`src/rtl/jt49_busarb_pkg.sv`:
```
// Shared jt49 definitions: arbiter FSM state encodings, PSG register addresses
// and the two-port winner selection used by the bus arbiter.
package jt49_busarb_pkg;

  typedef enum logic [1:0] {
    ST_IDLE   = 2'd0,
    ST_ACCESS = 2'd1,
    ST_GAP    = 2'd2
  } state_t;

  localparam logic [3:0] REG_A_FINE    = 4'h0;
  localparam logic [3:0] REG_ENV_SHAPE = 4'hD;

  // On a collision round-robin hands the bus to the port not granted last;
  // fixed priority always picks port 0. A lone requester always wins.
  function automatic logic pick_winner(input logic e0, input logic e1,
                                       input logic last, input bit rr);
    if (e0 && e1) return rr ? ~last : 1'b0;
    return e1;
  endfunction

endpackage

```
`src/rtl/jt49_busarb.sv`:
```
// Two-port arbiter in front of a jt49 PSG: grants one access at a time, strobes
// the PSG bus for WRLEN enabled cycles, then a GAP cycle that captures read data.
module jt49_busarb
  import jt49_busarb_pkg::*;
#(
  parameter int WRLEN = 2,
  parameter bit RR    = 1'b0
) (
  input  logic       clk,
  input  logic       rst_n,
  input  logic       clk_en,
  input  logic       req0,
  input  logic       req1,
  input  logic       we0,
  input  logic       we1,
  input  logic [3:0] addr0,
  input  logic [3:0] addr1,
  input  logic [7:0] din0,
  input  logic [7:0] din1,
  output logic       ack0,
  output logic       ack1,
  output logic [7:0] rdata0,
  output logic [7:0] rdata1,
  output logic [3:0] psg_addr,
  output logic [7:0] psg_din,
  output logic       psg_cs_n,
  output logic       psg_wr_n,
  input  logic [7:0] psg_dout
);

  state_t     state, state_nx;
  logic [3:0] cnt, cnt_nx;
  logic       gnt, gnt_nx;
  logic       last, last_nx;
  logic       we_l, we_nx;
  logic [3:0] addr_nx;
  logic [7:0] din_nx;
  logic       cs_n_nx, wr_n_nx;
  logic       ack0_nx, ack1_nx;
  logic       elig0, elig1, win;

  // A request is invisible during its own ack cycle, so a master that still
  // holds req while seeing ack is not granted a second time.
  assign elig0 = req0 & ~ack0;
  assign elig1 = req1 & ~ack1;
  assign win   = pick_winner(elig0, elig1, last, RR);

  always_comb begin
    // NOTE: every signal gets a default before the case so no latch is inferred.
    state_nx = state;
    cnt_nx   = cnt;
    gnt_nx   = gnt;
    last_nx  = last;
    we_nx    = we_l;
    addr_nx  = psg_addr;
    din_nx   = psg_din;
    ack0_nx  = 1'b0;
    ack1_nx  = 1'b0;
    if (clk_en) begin
      unique case (state)
        ST_IDLE: begin
          if (elig0 || elig1) begin
            state_nx = ST_ACCESS;
            cnt_nx   = 4'(WRLEN - 1);
            gnt_nx   = win;
            last_nx  = win;
            we_nx    = win ? we1   : we0;
            addr_nx  = win ? addr1 : addr0;
            din_nx   = win ? din1  : din0;
          end
        end
        ST_ACCESS: begin
          if (cnt == 4'd0) state_nx = ST_GAP;
          else             cnt_nx   = cnt - 4'd1;
        end
        ST_GAP: begin
          state_nx = ST_IDLE;
          ack0_nx  = ~gnt;
          ack1_nx  = gnt;
        end
        default: state_nx = ST_IDLE;
      endcase
    end
    // Bus strobes are derived from the next state so they leave a flop directly.
    cs_n_nx = (state_nx != ST_ACCESS);
    wr_n_nx = !((state_nx == ST_ACCESS) && we_nx);
  end

  // NOTE: sequential state uses non-blocking assignments only, so every flop
  // samples the pre-edge values regardless of statement order.
  always_ff @(posedge clk or negedge rst_n) begin
    if (!rst_n) begin
      state    <= ST_IDLE;
      cnt      <= 4'd0;
      gnt      <= 1'b0;
      last     <= 1'b1;
      we_l     <= 1'b0;
      psg_addr <= 4'd0;
      psg_din  <= 8'd0;
      psg_cs_n <= 1'b1;
      psg_wr_n <= 1'b1;
      ack0     <= 1'b0;
      ack1     <= 1'b0;
      rdata0   <= 8'd0;
      rdata1   <= 8'd0;
    end else begin
      state    <= state_nx;
      cnt      <= cnt_nx;
      gnt      <= gnt_nx;
      last     <= last_nx;
      we_l     <= we_nx;
      psg_addr <= addr_nx;
      psg_din  <= din_nx;
      psg_cs_n <= cs_n_nx;
      psg_wr_n <= wr_n_nx;
      ack0     <= ack0_nx;
      ack1     <= ack1_nx;
      if (ack0_nx && !we_l) rdata0 <= psg_dout;
      if (ack1_nx && !we_l) rdata1 <= psg_dout;
    end
  end

endmodule

```
`config.mk`:
```
export PLATFORM = sky130hd
export DESIGN_NAME = jt49_busarb
export DESIGN_NICKNAME = d
export VERILOG_FILES = /design/src/rtl/jt49_busarb_pkg.sv /design/src/rtl/jt49_busarb.sv
export SDC_FILE = /design/constraint.sdc
export NUM_CORES = 1
export LEC_CHECK = 0
export ABC_CLOCK_PERIOD_IN_PS = 4800
export CAP_MARGIN = 5
export CORE_UTILIZATION = 46
export DETAILED_ROUTE_END_ITERATION = 8
export PLACE_DENSITY = 0.81
export SYNTH_ARGS = -nofsm -noshare
export SYNTH_HDL_FRONTEND = slang
export SYNTH_SLANG_ARGS = --single-unit
export TNS_END_PERCENT = 20
```
`constraint.sdc`:
```
create_clock -name clk -period 4.8 [get_ports clk]
set_clock_uncertainty 0.15 [all_clocks]
set_input_delay 0.48 -clock clk [delete_from_list [all_inputs] [get_ports clk]]
set_output_delay 0.48 -clock clk [all_outputs]
set_load 0.02 [all_outputs]
```
# Word level (Yosys, flattened, before mapping)
# Cells that the tools add are included.
# word_totals
wordCells,56
latch_bits,0
register_bits,40
ramBits,0
memories,0
rom_bits,0
# classes
n_shift,0
div_mod_pow,0
n_eq_ne,6
reduce_logical,12
mux,20
n_lt_le_gt_ge,0
bitwise_logic,5
add_sub_neg,1
n_mul,0
# op_table
op,n
$mux W4,3
$mux W1,11
$mux W8,1
$pmux W4 S2,1
$mux W2,3
$eq A2 B1 Y1 const B,2
$logic_and A1 B1 Y1,4
$logic_not A4 Y1,1
$ne A2 B2 Y1 const B,2
$pmux W2 S2,1
$reduce_and A4 Y1,1
$sub A4 B1 Y4 const B,1
$not A1 Y1,3
$reduce_and A3 Y1,1
$and A1 B1 Y1,2
$eq A2 B2 Y1 const B,1
$logic_not A1 Y1,2
$logic_not A2 Y1,1
$ne A2 B1 Y1 const B,1
$reduce_bool A2 Y1,1
$logic_or A1 B1 Y1,1

# Logic depth before layout (Yosys ltp)
# Gate-level depths: netlist of run 1.
# depth
ltp_word,11
depth_mapped,6
mapped_depth_nobuf,6

# Worst setup path after synthesis of run 1
# OpenSTA, ideal clock, no wires.
# synth_timing
path_type,flip-flop to flip-flop
from,register state[0]
to,register rdata1[0]
synth_period_minus_slack_ps,1578
n_path_buf,1
path_stages_with_launch,5
slack_ps,3222
arrival_time_ps,1303
path_cell_list,dfrtp_1 -> buf_6 -> nand3b_4 -> nor3_4 -> mux2_2
# synth_via
elab_chain_cells,4
# synth_rtl
element,line,source
"start, declared",jt49_busarb.sv:31,"state_t state, state_nx;"
"start signal, assigned",jt49_busarb.sv:107,state <= state_nx;
$eq A2 B2 Y1,jt49_busarb.sv:60,unique case (state)
$mux W1,jt49_busarb.sv:60,
$mux W1,jt49_busarb.sv:59,if (clk_en) begin
$logic_and A1 B1 Y1,jt49_busarb.sv:119,if (ack1_nx && !we_l) rdata1 <= psg_dout;
"end signal, assigned",jt49_busarb.sv:119,
"end, declared",jt49_busarb.sv:23,"output logic [7:0] rdata1,"
# No other way between the ends.
# A chain may end at the register's enable or synchronous reset.

# Worst setup path in the final report of run 1
# layout_timing
from,input req1
to,register psg_din[2]
# layout_via
elab_chain_cells,5
elab_cells_between_ends,7
cone_classes,3 x mux; 1 x bitwise; 3 x reduce/logical
# layout_rtl
element,line,source
"start, declared",jt49_busarb.sv:13,"input logic req1,"
$and A1 B1 Y1 (*),jt49_busarb.sv:45,assign elig1 = req1 & ~ack1;
$logic_and A1 B1 Y1,jt49_busarb_pkg.sv:18,if (e0 && e1) return rr ? ~last : 1'b0;
$mux W1,jt49_busarb_pkg.sv:18,
$mux W1,jt49_busarb_pkg.sv:19,return e1;
$mux W8,jt49_busarb.sv:69,din_nx = win ? din1 : din0;
"end signal, assigned",jt49_busarb.sv:113,psg_din <= din_nx;
"end, declared",jt49_busarb.sv:25,"output logic [7:0] psg_din,"
# Mark *: on every way between the ends. The rest lies on a longest branch, timed or not.

==> metrics.md, run 1 <==
| Metric | Value |
|---|---|
| DRC violation count after routing | 0 |
| Highest fanout seen on the critical path | 12 |
| Total internal power | 0.932 mW |
| First-pass detailed-route iteration total | 4 |
| Share of total power in combinational logic | around 46% |
| Die outline area | about 0.0041 mm2 |
| Sequential cell fraction of total power | between 30% and 40% |
| Crit share post-route | 42.9% |
| Cell type group with the largest total delay on the critical path | simple AND/OR/NAND/NOR gates |
| Share of power burned in the clock network | between 10 and 15% |
| Outcome | complete, no violations |
| Number of clock buffers inserted by TritonCTS | 5 |
| Worst slack, placed | 2430 ps |
| Post-synthesis net count | 184 |
| Total congestion overflow after global routing | 0 |
| Final critical path time including I/O delays and setup | 2060 ps |
| Post-detailed-placement half-perimeter wirelength | 3180 um |
| Setup Viol. Count Final | 0 |
| DIE WIDTH | 64.0 um |
| Initial cell density of the core | slightly below 50% |
| Last weighted congestion value of the routability-driven placer | between 0.8 and 0.9 |
| Cell Area, Synth | between 0.0015 and 0.002 mm2 |
| Num ports | 71 |
| Setup repair bufs after CTS | 0 |
| Hold bufs inserted after CTS | 0 |
| Worst EP arrival | ~2000 ps |
| Clock slew at the register clock pins of the worst setup and hold paths | approximately 80 ps |
| Hold/Removal Path Class | in2async |
| Maximum ir drop on the vdd rail | around 0.35 mV |
| Combined global-route utilization of all metal layers | 22.2% |
| Net Switching | ~0.55 mW |
| Antenna violations before repair | 0 |
| Standby leakage power | 1.20 nW |
| Height of the die | 64.0 um |
| Wire per inst | 15.6 um |
| F_max | 485 MHz |
| Worst-case headroom to the max-slew limit | 42.8% |
| Crit-path cells | clkdlybuf4s50_1, and2b_1, nand2_1, mux2i_1, o21ai_0 |
| Total met3 wirelength after detailed routing | roughly 250 um |
| #FFs+latches synth | 40 |
| Total negative setup slack | 0 ps |
| Placeable core area | 0.00366 mm2 |
| Kind of critical path | in2reg |
| Bufs on Longest Clock Path | 2 |
| Area overhead of the layout relative to synthesis | 45.9% |
| Final max-slew violation count | 0 |
| Clock tree from TritonCTS | done |
| Routed via count | 1,355 |
| PnR worst setup slack | between 2000 and 3000 ps |
| Required @ worst endpoint | around 4800 ps |
| Diode count | 0 |
| Maximum cell stage delay along the critical path | 460 ps |
| Clock Root Buffer | clkbuf_8 |
| Total number of placement rows | 22 |
| Number of warnings issued by yosys | 0 |
| Depth of the CTS H-tree | 2 |
| Insertion delay to the later sink of the worst-skew pair | 290 ps |
| Met2 wire length | between 2000 and 2500 um |
| Number of input and output port buffers inserted | 70 |
| Maximum Capacitance Violations | 0 |
| Largest net degree at the start of global routing | 41 |
| First-pass GRT wire length | 6800 um |
| Launching element type of the critical path | primary input |
| Mean number of vias per cell | 5.11 |
| Worst Max-Slew Pin Slew | 858 ps |
| Net count, final | 257 |
| Kind of end point of the critical path | flop |
| Layout cell share with drive strength beyond 1 | 13.8% |
| Net switching fraction of the power | 37.2% |
| Gate Count Post-Synth | 143 |
| Wire length on met1 | 1460 um |
| Hold violation count in the final report | 0 |
| RSZ-0062 raised after global routing | false |
| Power density over the cells | 575 mW/mm2 |
| Slack of the worst reg-to-reg path | between 2000 and 3000 ps |
| Synth cell types | 31 |
| Vias in the first global route | 1,515 |
| Buffer and inverter count on the worst path | 1 |
| CP max stage cell | clkdlybuf4s50_1 |
| Post-Synthesis Mean Instance Area | between 10 and 15 um2 |
| Highest routed layer | met4 |
| Starting DRC count in detailed routing | 36 |
| Post-route ant nets | 0 |
| Sink count of the clock tree | 40 |
| Total wire length | a little over 4000 um |
| CTS resizes | 0 |
| Sequential cell area fraction in the yosys report | 56.8% |
-- cell usage after synthesis --
library cell	instances	area [um2]
dfrtp_1	38	951
o21ai_0	19	95.1
mux2_2	15	169
nand2_1	15	56.3
mux2i_1	12	120
inv_1	4	15.0
nor2b_1	4	25.0
nor2_1	3	11.3
a21o_1	2	15.0
buf_2	2	10.0
dfstp_2	2	52.6
ha_1	2	25.0
nand2b_1	2	12.5
nand3_1	2	10.0
nor3_4	2	32.5
nor3b_1	2	15.0
o21a_1	2	15.0
o31ai_1	2	15.0
a31o_2	1	8.76
a31oi_1	1	6.26
and2_0	1	6.26
and2b_1	1	7.51
buf_4	1	7.51
buf_6	1	11.3
mux2_1	1	11.3
nand3b_1	1	7.51
nand3b_4	1	20.0
nor3b_2	1	12.5
o21ai_2	1	8.76
o2bb2ai_1	1	8.76
or3_1	1	6.26
-- layout make-up --
| cell class | instances | area (um2) |
|---|---|---|
| timing repair buffer | 70 | 696 |
| sequential | 40 | 1000 |
| inverter | 4 | 15.0 |
| tap | 48 | 60.1 |
| fill | 277 | 1080 |
| clock buffer | 7 | 76.3 |
| multi-input combinational | 95 | 721 |
| clock inverter | 1 | 8.76 |
-- flip-flops by register name, summed over array words and instances (netlist names), 2 cells and up --
signal	flops
psg_din	8
psg_addr	4
state	2
rdata1	8
rdata0	8
cnt	4
-- kinds of logic after synthesis --
group | share of synthesized area, %
AO/OA/AOI/OAI | 9.77
adder cells (fa/ha/maj) | 1.42
buffers and inverters | 2.48
flip-flops | 56.8
multiplexers | 17.0
AND/OR/NAND/NOR | 12.6
-- metrics by stage --
stage               hold WS [ps]  instance area (um2)  power (mW)  cells  utilization (%)
global route                 232                 2580        1.57    265             70.5
floorplan                   34.4                 1770       0.950    143                -
finish                       150                 2580        1.48    265             70.5
CTS                          179                 2580        1.50    265             70.5
global placement             310                 2490        1.24    257             68.1
detailed placement           320                 2490        1.28    257             68.1
-- final timing paths --
kind | start | endpoint | cells past startpoint
max in group asynchronous | rst_n | rdata1[5] | 1
worst max register to register | ack1 | psg_din[2] | 4
worst max-delay path | req1 | psg_din[2] | 5
worst min register to register | cnt[3] | cnt[3] | 1
worst min-delay path | rst_n | rdata0[6] | 1
min in group clk | cnt[3] | cnt[3] | 1
-- cell usage in the layout (no fill, tap or decap), drive strengths merged --
master	n
dfstp	2
o31ai	2
nor2	3
mux2i	12
clkinv	1
dfrtp	38
clkbuf	7
o2bb2ai	1
or3	1
clkdlybuf4s50	69
nor3b	3
a31oi	1
a31o	1
nor3	2
buf	1
o21a	2
ha	2
and2	1
nand2b	2
nand2	15
inv	4
and2b	1
nor2b	4
a21o	2
nand3	2
nand3b	2
mux2	16
o21ai	20
-- worst reg2reg max path: cells and delay by family, from the launching register on --
kind | cells | cell delay, ps
AOI/OAI and AO/OA | 1 | 110
muxes | 1 | 330
and+or+nand+nor | 2 | 740
DFF | 1 | 390
-- layer usage --
layer  up-vias  global-route usage [%]
li1        642                       -
met1       662                    22.4
met2        45                    42.3
met3         6                    7.32
met4         0                    7.10
met5         -                       0
-- power groups by stage --
stage               Combinational, mW  Clock [mW]  Sequential, mW
global placement                0.661           0           0.577
detailed placement              0.686           0           0.591
CTS                             0.691       0.220           0.586
floorplan                       0.239           0           0.711
finish                          0.683       0.215           0.585
global route                    0.729       0.234           0.606
Note: power is estimated with default switching activity, not from simulation.
==> run 2, diff against run 1 <==
Settings changed: ABC_CLOCK_PERIOD_IN_PS 4800 to 1800, CORE_UTILIZATION 46 to 39, PLACE_DENSITY 0.81 to 0.73.
Clock period 4.8 ns to 1.8 ns, I/O delays scaled along.
==> metrics.md, run 2 (synthesized netlist as in run 1, its figures left out) <==
| Metric | Value |
|---|---|
| Mean number of vias per cell | 5.03 |
| Final critical path time including I/O delays and setup | between 1500 and 2000 ps |
| Worst EP arrival | between 1000 and 1500 ps |
| Number of clock buffers inserted by TritonCTS | 5 |
| Largest net degree at the start of global routing | 25 |
| DIE WIDTH | 69.3 um |
| Kind of end point of the critical path | output pin |
| Maximum Capacitance Violations | 0 |
| Registers with the most flip-flops | psg_din (8), rdata0 (8), rdata1 (8) |
| Sink count of the clock tree | 40 |
| Required @ worst endpoint | roughly 1500 ps |
| Total wire length | 3990 um |
| Combined global-route utilization of all metal layers | 17.7% |
| Hold/Removal Path Class | in2async |
| DRC violation count after routing | 0 |
| Cell count of the worst reg-to-reg path | 4 |
| CP max stage cell | clkdlybuf4s50_1 |
| Highest fanout seen on the critical path | 1 |
| Final max-slew violation count | 0 |
| Diode count | 0 |
| Maximum ir drop on the vdd rail | between 0.8 and 0.9 mV |
| Worst Max-Slew Pin Slew | between 400 and 500 ps |
| Setup Viol. Count Final | 0 |
| RSZ-0062 raised after global routing | false |
| Placed cell count | 267 |
| Number of input and output port buffers inserted | 70 |
| Setup repair bufs after CTS | 0 |
| Crit-path cells | clkdlybuf4s50_1 |
| First-pass GRT wire length | approximately 6700 um |
| Slack of the worst reg-to-reg path | 100 ps |
| Routed via count | roughly 1.4k |
| Starting DRC count in detailed routing | 38 |
| Hold violation count in the final report | 0 |
| Post-route ant nets | 0 |
| Total congestion overflow after global routing | 0 |
| Wire per inst | 14.4 um |
| Placeable core area | 0.00435 mm2 |
| Clock slew at the register clock pins of the worst setup and hold paths | ~80 ps |
| Most common cell after layout, fill and taps aside | clkdlybuf4s50_1 |
| Number of cells in the finished layout apart from fillers | approximately 280 |
| First-pass detailed-route iteration total | 4 |
| Area overhead of the layout relative to synthesis | 54.2% |
| Most used cells in the layout excluding fill and tap cells | 69 x clkdlybuf4s50_1, 38 x dfrtp_1, 19 x o21ai_0 |
| Launching element type of the critical path | flop |
| Kind of critical path | reg2out |
| Post-detailed-placement half-perimeter wirelength | around 3000 um |
| Clock tree from TritonCTS | done |
| Initial cell density of the core | 40.6% |
| Clock Root Buffer | clkbuf_8 |
| Height of the die | 69.3 um |
| Last weighted congestion value of the routability-driven placer | 0.851 |
| Vias in the first global route | 1,460 |
| Die outline area | 0.00481 mm2 |
| Number of cells on the critical path | 1 |
| Insertion delay to the later sink of the worst-skew pair | 290 ps |
| Num ports | 71 |
| Power Total | a little over 4 mW |
| Depth of the CTS H-tree | 2 |
| Maximum cell stage delay along the critical path | 600 ps |
| Standby leakage power | 1.26 nW |
| Outcome | complete, no violations |
| Antenna violations before repair | 0 |
| Crit share post-route | 96.1% |
| F_max | 578 MHz |
| Total number of placement rows | 24 |
| Bufs on Longest Clock Path | 2 |
| Power density over the cells | around 1500 mW/mm2 |
| Cell type group with the largest total delay on the critical path | buffers and inverters |
| Layout cell share with drive strength beyond 1 | roughly 17% |
| Buffer and inverter count on the worst path | 1 |
| Net count, final | about 260 |
| Worst-case headroom to the max-slew limit | 67.6% |
## run 2: repair_timing
item,4_1_cts,5_1_grt
endpoints found under the setup margin,0,12
resized for setup,0,2
hold buffers,1,0
hold endpoints to repair,18,0
## run 2: layout make-up
cell class	instances	area (um2)
fill	368	1630
sequential	40	1000
timing repair buffer	77	801
multi-input combinational	95	734
clock buffer	6	72.6
tap	52	65.1
clock inverter	2	35.0
inverter	4	15.0
## run 2: path summary, 6_finish.rpt
| kind | to | start |
|---|---|---|
| worst max register to register | rdata0[2] | state[0] |
| max in group asynchronous | cnt[3] | rst_n |
| worst min register to register | psg_din[2] | psg_din[2] |
| worst max-delay path | psg_cs_n | psg_cs_n |
| worst min-delay path | state[1] | rst_n |
| min in group clk | psg_din[2] | psg_din[2] |
## run 2: power breakdown
part / internal [mW] / switching, mW / leakage (nW) / total (mW)
clock: 0.411 / 0.300 / 0.0552 / 0.711
combinational: 0.959 / 0.888 / 0.693 / 1.85
sequential: 1.29 / 0.272 / 0.515 / 1.56
## run 2: per-layer routing
metal / vias to the layer above / global-route usage (%) / routed length [um]
li1: 662 / - / -
met1: 656 / 20.5 / 1590
met2: 64 / 29.6 / 2030
met3: 6 / 6.98 / 327
met4: 0 / 6.12 / 32
met5: - / 0 / 0
## run 2: per-stage QoR
stage                     instance area, um2  hold WS, ps  util, %  setup TNS, ps  setup slack (ps)
after floorplan                         1770         -266        -              0               222
after CTS                               2710          254     62.3              0              3.39
after global placement                  2590         11.1     59.6           -957             -75.8
after global routing                    2730          305     62.6              0              34.0
final                                   2730          240     62.6              0              70.9
after detailed placement                2590         16.7     59.6          -2520              -207
